## config.mk

```make
export PLATFORM = sky130hd
export DESIGN_NAME = machine_ctrl
export DESIGN_NICKNAME = d
export VERILOG_FILES = /design/src/rtl/machine_ctrl.sv
export SDC_FILE = /design/constraint.sdc
export NUM_CORES = 1
export LEC_CHECK = 0
export BUFFER_PORTS_ARGS = -buffer_cell sky130_fd_sc_hd__buf_4
export CORE_MARGIN = 2
export CORE_UTILIZATION = 50
export CTS_BUF_LIST = sky130_fd_sc_hd__clkbuf_16
export CTS_CLUSTER_DIAMETER = 30
export CTS_CLUSTER_SIZE = 30
export DETAILED_ROUTE_END_ITERATION = 10
export PLACE_DENSITY = 0.76
export REMOVE_ABC_BUFFERS = 1
export SYNTH_ARGS = -nofsm -noshare
export SYNTH_HDL_FRONTEND = slang
export SYNTH_SLANG_ARGS = --single-unit
```

## constraint.sdc

```tcl
create_clock -name clk -period 3.74 [get_ports clk]
set_clock_uncertainty 0.05 [all_clocks]
set_input_delay 0.187 -clock clk [delete_from_list [all_inputs] [get_ports clk]]
set_output_delay 0.187 -clock clk [all_outputs]
set_load 0.02 [all_outputs]
```

## src/rtl/machine_ctrl.sv

```systemverilog
// machine_ctrl: 8-phase instruction sequencer driving fetch, ALU, accumulator, memory and PC strobes
module machine_ctrl #(
    parameter bit HALT_STICKY = 1'b1
) (
    input  logic       clk,
    input  logic       rst_n,
    input  logic       ena,
    input  logic [2:0] opcode,
    input  logic       zero,
    output logic       load_ir,
    output logic       inc_pc,
    output logic       load_pc,
    output logic       rd,
    output logic       wr,
    output logic       datactl_ena,
    output logic       alu_ena,
    output logic       load_acc,
    output logic       halt
);
    typedef enum logic [3:0] {IDLE, S0, S1, S2, S3, S4, S5, S6, S7, HALTED} state_t;
    localparam logic [2:0] OP_HLT = 3'd0, OP_SKZ = 3'd1, OP_LDA = 3'd5, OP_STO = 3'd6, OP_JMP = 3'd7;
    state_t     state, state_n;
    logic [2:0] op_q, op_n;
    logic       z_q, z_n;
    logic       alu_cls, fetch, mid, load_ir_n, inc_pc_n, load_pc_n, rd_n, wr_n, dctl_n, alu_ena_n, load_acc_n, halt_n;
    // Next-state sequencing; ena only matters at instruction boundaries
    always_comb begin
        state_n = state;
        case (state)
            IDLE:    state_n = ena ? S0 : IDLE;
            S0:      state_n = S1;
            S1:      state_n = S2;
            S2:      state_n = S3;
            S3:      state_n = (op_q == OP_HLT && HALT_STICKY) ? HALTED : S4;
            S4:      state_n = S5;
            S5:      state_n = S6;
            S6:      state_n = S7;
            S7:      state_n = ena ? S0 : IDLE;
            HALTED:  state_n = HALTED;
            default: state_n = IDLE;
        endcase
    end
    // Outputs are decoded from the upcoming state and the opcode/zero that will be latched, then registered
    always_comb begin
        op_n       = (state == S2) ? opcode : op_q;
        z_n        = (state == S2) ? zero : z_q;
        alu_cls    = (op_n >= 3'd2) && (op_n <= OP_LDA);
        fetch      = (state_n == S0) || (state_n == S1);
        mid        = (state_n == S4) || (state_n == S5) || (state_n == S6);
        load_ir_n  = fetch;
        inc_pc_n   = fetch || ((state_n == S6 || state_n == S7) && op_n == OP_SKZ && z_n);
        load_pc_n  = (state_n == S4 || state_n == S5) && op_n == OP_JMP;
        rd_n       = fetch || (mid && alu_cls);
        wr_n       = (state_n == S5) && op_n == OP_STO;
        dctl_n     = mid && op_n == OP_STO;
        alu_ena_n  = (state_n == S4) && alu_cls;
        load_acc_n = (state_n == S5) && alu_cls;
        halt_n     = (state_n == HALTED) || (state_n == S3 && op_n == OP_HLT);
    end
    // State, latched decode inputs and registered strobes; reset aborts everything at once
    always_ff @(posedge clk or negedge rst_n) begin
        if (!rst_n) begin
            state       <= IDLE;
            op_q        <= '0;
            z_q         <= 1'b0;
            load_ir     <= 1'b0;
            inc_pc      <= 1'b0;
            load_pc     <= 1'b0;
            rd          <= 1'b0;
            wr          <= 1'b0;
            datactl_ena <= 1'b0;
            alu_ena     <= 1'b0;
            load_acc    <= 1'b0;
            halt        <= 1'b0;
        end else begin
            state       <= state_n;
            op_q        <= op_n;
            z_q         <= z_n;
            load_ir     <= load_ir_n;
            inc_pc      <= inc_pc_n;
            load_pc     <= load_pc_n;
            rd          <= rd_n;
            wr          <= wr_n;
            datactl_ena <= dctl_n;
            alu_ena     <= alu_ena_n;
            load_acc    <= load_acc_n;
            halt        <= halt_n;
        end
    end
endmodule

```

Word level (Yosys, flattened, before mapping)
Index checks and enable logic that the tools add are counted.
Widths: inputs -> output; s select.
Storage, ports and cells
  bits in registers: 17
  output and inout bits: 9
  logic and storage cells: 60
Cells by class
  order comparisons: 2
  equal/unequal tests: 20
  mux-type cells: 5
  reduce and logical (&&, ||, !) cells: 21
Operators with widths (number)
  $pmux 4 s9: 1
  $eq 4x3->1 const B: 8
  $eq 4x4->1 const B: 4
  $eq 4x2->1 const B: 3
  $logic_and 1x1->1: 10
  $eq 4x1->1 const B: 2
  $logic_or 1x1->1: 7
  $eq 3x3->1 const B: 2
  $logic_not 3->1: 2
  $logic_not 4->1: 1
  $mux 4: 1
  $eq 3x1->1 const B: 1
  $ge 3x2->1 const B: 1
  $le 3x3->1 const B: 1
  $mux 3: 1
  $mux 1: 2
  $reduce_or 2->1: 1

Logic depth before layout (Yosys ltp)
  depth after elaboration: 8
  mapped depth: 5

Worst setup path before layout
OpenSTA, ideal clock, no wires.
  path kind: register to register
  start point: reg state[2]
  end point: reg datactl_ena
  library setup time: 107 ps
  arrival: 1543 ps
  required time: 3583 ps
  setup slack: 2040 ps
  stages on the path, launching flop included: 6
  period minus slack after synthesis: 1700 ps
  cells stage by stage: dfrtp_1 buf_2 nor4bb_2 buf_6 mux2_4 a2111oi_4
RTL lines
  start: declaration: RTL line 22  | state_t state, state_n;
  start signal: assignment: RTL line 76  | state <= state_n;
  $eq 4x2->1: RTL line 45  | op_n = (state == S2) ? opcode : op_q;
  $mux 3: RTL line 45
  named net op_n[0]: RTL line 23  | logic [2:0] op_q, op_n;
  $eq 3x3->1: RTL line 55  | dctl_n = mid && op_n == OP_STO;
  $logic_and 1x1->1: RTL line 55
  named net dctl_n: RTL line 25  | logic alu_cls, fetch, mid, load_ir_n, inc_pc_n, load_pc_n, rd_n, wr_n, dctl_n, alu_ena_n, load_acc_n, halt_n;
  end signal: assignment: RTL line 84  | datactl_ena <= dctl_n;
  end: declaration: RTL line 15  | output logic datactl_ena,
The timed path passes the listed nets, and every way through them passes these cells.

Worst setup path after layout
  start point: reg state[1]
  end point: reg datactl_ena
Same word-level chain as after synthesis.

==> reports/results.md <==
* **total of max-cap violations** 0
* **vias in the first global route** 535
* **n_diodes** 0
* **CTS clock-pin slew for the worst setup and hold paths** 0.05 ns
* **Max Transition Viols Final** 0
* **maximum number of pins on one net before global-route repair** 18
* **total number of nets in the final design** 92
* **non-filler cells, final** 100
* **remaining number of nets flagged by the antenna check after routing** 0
* **top cell type by total area after synthesis** sky130_fd_sc_hd__dfrtp_1
* **VDD IR max** 0.571 mV
* **buffers added on ports** 15
* **I/O pin total** 16
* **area of the core** 1490 um^2
* **count of buffering cells on the critical path with inverters included** 0
* **Power per Cell Area** 910 nW/um^2
* **wire length of the first global-routing pass** 2.53 mm
* **Fmax** 458 MHz
* **Startpoint Class** register
* **cell chain of the critical path** nor4bb_2, mux2_4, a2111oi_4
* **cell with the largest stage delay on the worst path** sky130_fd_sc_hd__nor4bb_2
* **number of library cell types mapped by synthesis** 30
* **startpoint of the most critical register-to-register path** state[1]
* **Post-CTS Repair Setup Buffers** 0
* **Cells after DPL** 95
* **number of buffers created by CTS** 3
* **launch point of the worst hold path** zero
* **Yosys top cell area share** 53.6%
* **instance count of the mapped netlist** 68
* **Final min period** 2.18 ns
* **Vert. Die Dim** 43.8 um
* **number of flip-flops and latches in the synthesized netlist** 17
* **slowest cell delay on critical path** 0.77 ns
* **cell family contributing the most delay on the critical path** simple AND/OR/NAND/NOR gates
* **Worst Setup Slack post-DPL** 1.63 ns
* **detailed-route DRC error count** 0
* **CP Depth** 3
* **routed via count** 580
* **sequential fraction of the synthesis area** 53.6%
* **overall die width** 43.8 um
* **CTS H-tree lvls** 1
* **data required time of the critical path** 3.83 ns
* **final weighted congestion of routability-driven global placement** 0.909
* **average size of a mapped cell** 11.7 um^2
* **count of routing violations after the opening detailed-route iteration** 15
* **Final Hold Fails** 0
* **post-synthesis to final-layout area growth** 24.8%
* **DR WL/cell** 15.2 um
* **TritonCTS clock tree** done
* **Detailed Place HPWL** 1.02 mm
* **sum of negative setup slack** 0 ns
* **worst min-delay path category** primary input to register
* **Register Area** 425 um^2
* **number of endpoints failing setup at the final stage** 0
* **multi-input gate area in the final layout** 335 um^2
* **number of detailed-route iterations in the first pass** 4
* **Worst Hold Depth** 2
* **result of the run** finished, final reports clean
* **worst path arrival time** 2.27 ns
* **overall power** 0.900 mW
* **area of placed instances** 901 um^2
* **Warnings, synthesis** 0
* **post-layout util** 66.5%
* **# rows** 14
* **GRT Resource Usage Total** 18.2%
* **largest driver fanout on the critical path** 12
* **worst-margin pin slew** 0.766 ns
* **critical path endpoint category** register
* **antenna violations before repair** 0
* **fraction of final layout cells sized beyond drive strength 1** 31.0%
* **Clk Latency, worst-skew pair** 0.24 ns
* **dominant cells by area after synthesis** sky130_fd_sc_hd__dfrtp_1 54%, sky130_fd_sc_hd__mux2_2 4.3%, sky130_fd_sc_hd__a2111oi_4 3.5%
* **cell area after synthesis** 793 um^2
* **fin crit share** 58.4%
* **Bufs on Longest Clock Path** 2
* **clock root buffer master** sky130_fd_sc_hd__clkbuf_16
* **initial cell density of the core** 53.3%
* **finished layout cell area** 990 um^2
* **slew margin rel.** 48.2%
* **Routed Wire Length** 1.52 mm
* **CP Class** register to register
* **worst hold margin** 0.127 ns
* **Hold-fix buffers, CTS** 1
* **final setup slack of the worst path** 1.56 ns
* **total number of clock tree sinks** 17
* **total overflow reported by the global router** 0
* **CTS resizes** 0
* **fillcell total** 103
* **die area** 1920 um^2
* **leakage power total** 0.455 nW
* **detailed-route vias per instance** 5.80
* **RSZ-0062 raised after global routing** false
* **launching instance or port of the critical path** state[1]
* **Reg2Reg Depth** 3
-- flip-flops by register name, summed over array words and instances (netlist names) --
name / count
alu_ena: 1
datactl_ena: 1
halt: 1
inc_pc: 1
load_acc: 1
load_ir: 1
load_pc: 1
op_q: 3
rd: 1
state: 4
wr: 1
z_q: 1
-- kinds of logic after synthesis --
group                     synth area share (%)
xor gates and xnor gates                  3.31
AOI/OAI and AO/OA                         12.8
and+or+nand+nor                           18.6
muxes                                     7.57
buffers and inverters                     4.10
DFF                                       53.6
-- per-layer routing --
metal	part of all wire, %	global-route usage (%)	vias to the layer above
li1	-	-	273
met1	39	22.5	269
met2	51	30.9	36
met3	9.0	3.75	2
met4	1.2	7.27	0
met5	0	0	-
-- report_power, final --
group	switching (mW)	internal, mW
sequential	0.0986	0.253
clock	0.0651	0.142
combinational	0.175	0.167
total	0.339	0.562
-- final timing paths --
kind	to	slack (ns)
min reg2reg	z_q	0.47
max	datactl_ena	1.56
max reg2reg	datactl_ena	1.56
min in group asynchronous	load_ir	0.29
max in group asynchronous	rd	3.16
min	z_q	0.13
-- cell type report --
class                           count  area share (%)
Timing Repair Buffer               16            12.4
Inverter                            2           0.759
Tap cell                           16            2.02
Clock buffer                        3            7.59
Sequential cell                    17            43.0
Multi-Input combinational cell     45            33.9
Clock inverter                      1           0.379
-- cells in the mapped netlist (all sizes together) --
cell type	count
and3	1
o41ai	1
o32ai	1
nand2	6
a2111oi	2
nor4bb	2
o21ai	4
xnor2	3
mux2	5
nand2b	2
or2	1
dfrtp	17
and2b	2
a211oi	1
o22ai	1
nor2	4
nor2b	1
clkbuf	1
buf	3
nor4	1
nor3	3
nand3	2
a2bb2oi	1
a21oi	1
inv	2
-- cells in the final DEF, fill, tap and decap left out, drive strengths merged, types with 2 or more instances in the layout --
cell / instances
a2111oi: 2
and2b: 2
buf: 15
clkbuf: 3
dfrtp: 17
inv: 3
mux2: 5
nand2: 6
nand2b: 2
nand3: 2
nor2: 4
nor3: 3
nor4bb: 2
o21ai: 4
xnor2: 3
Power figures use the tool's default switching activity.
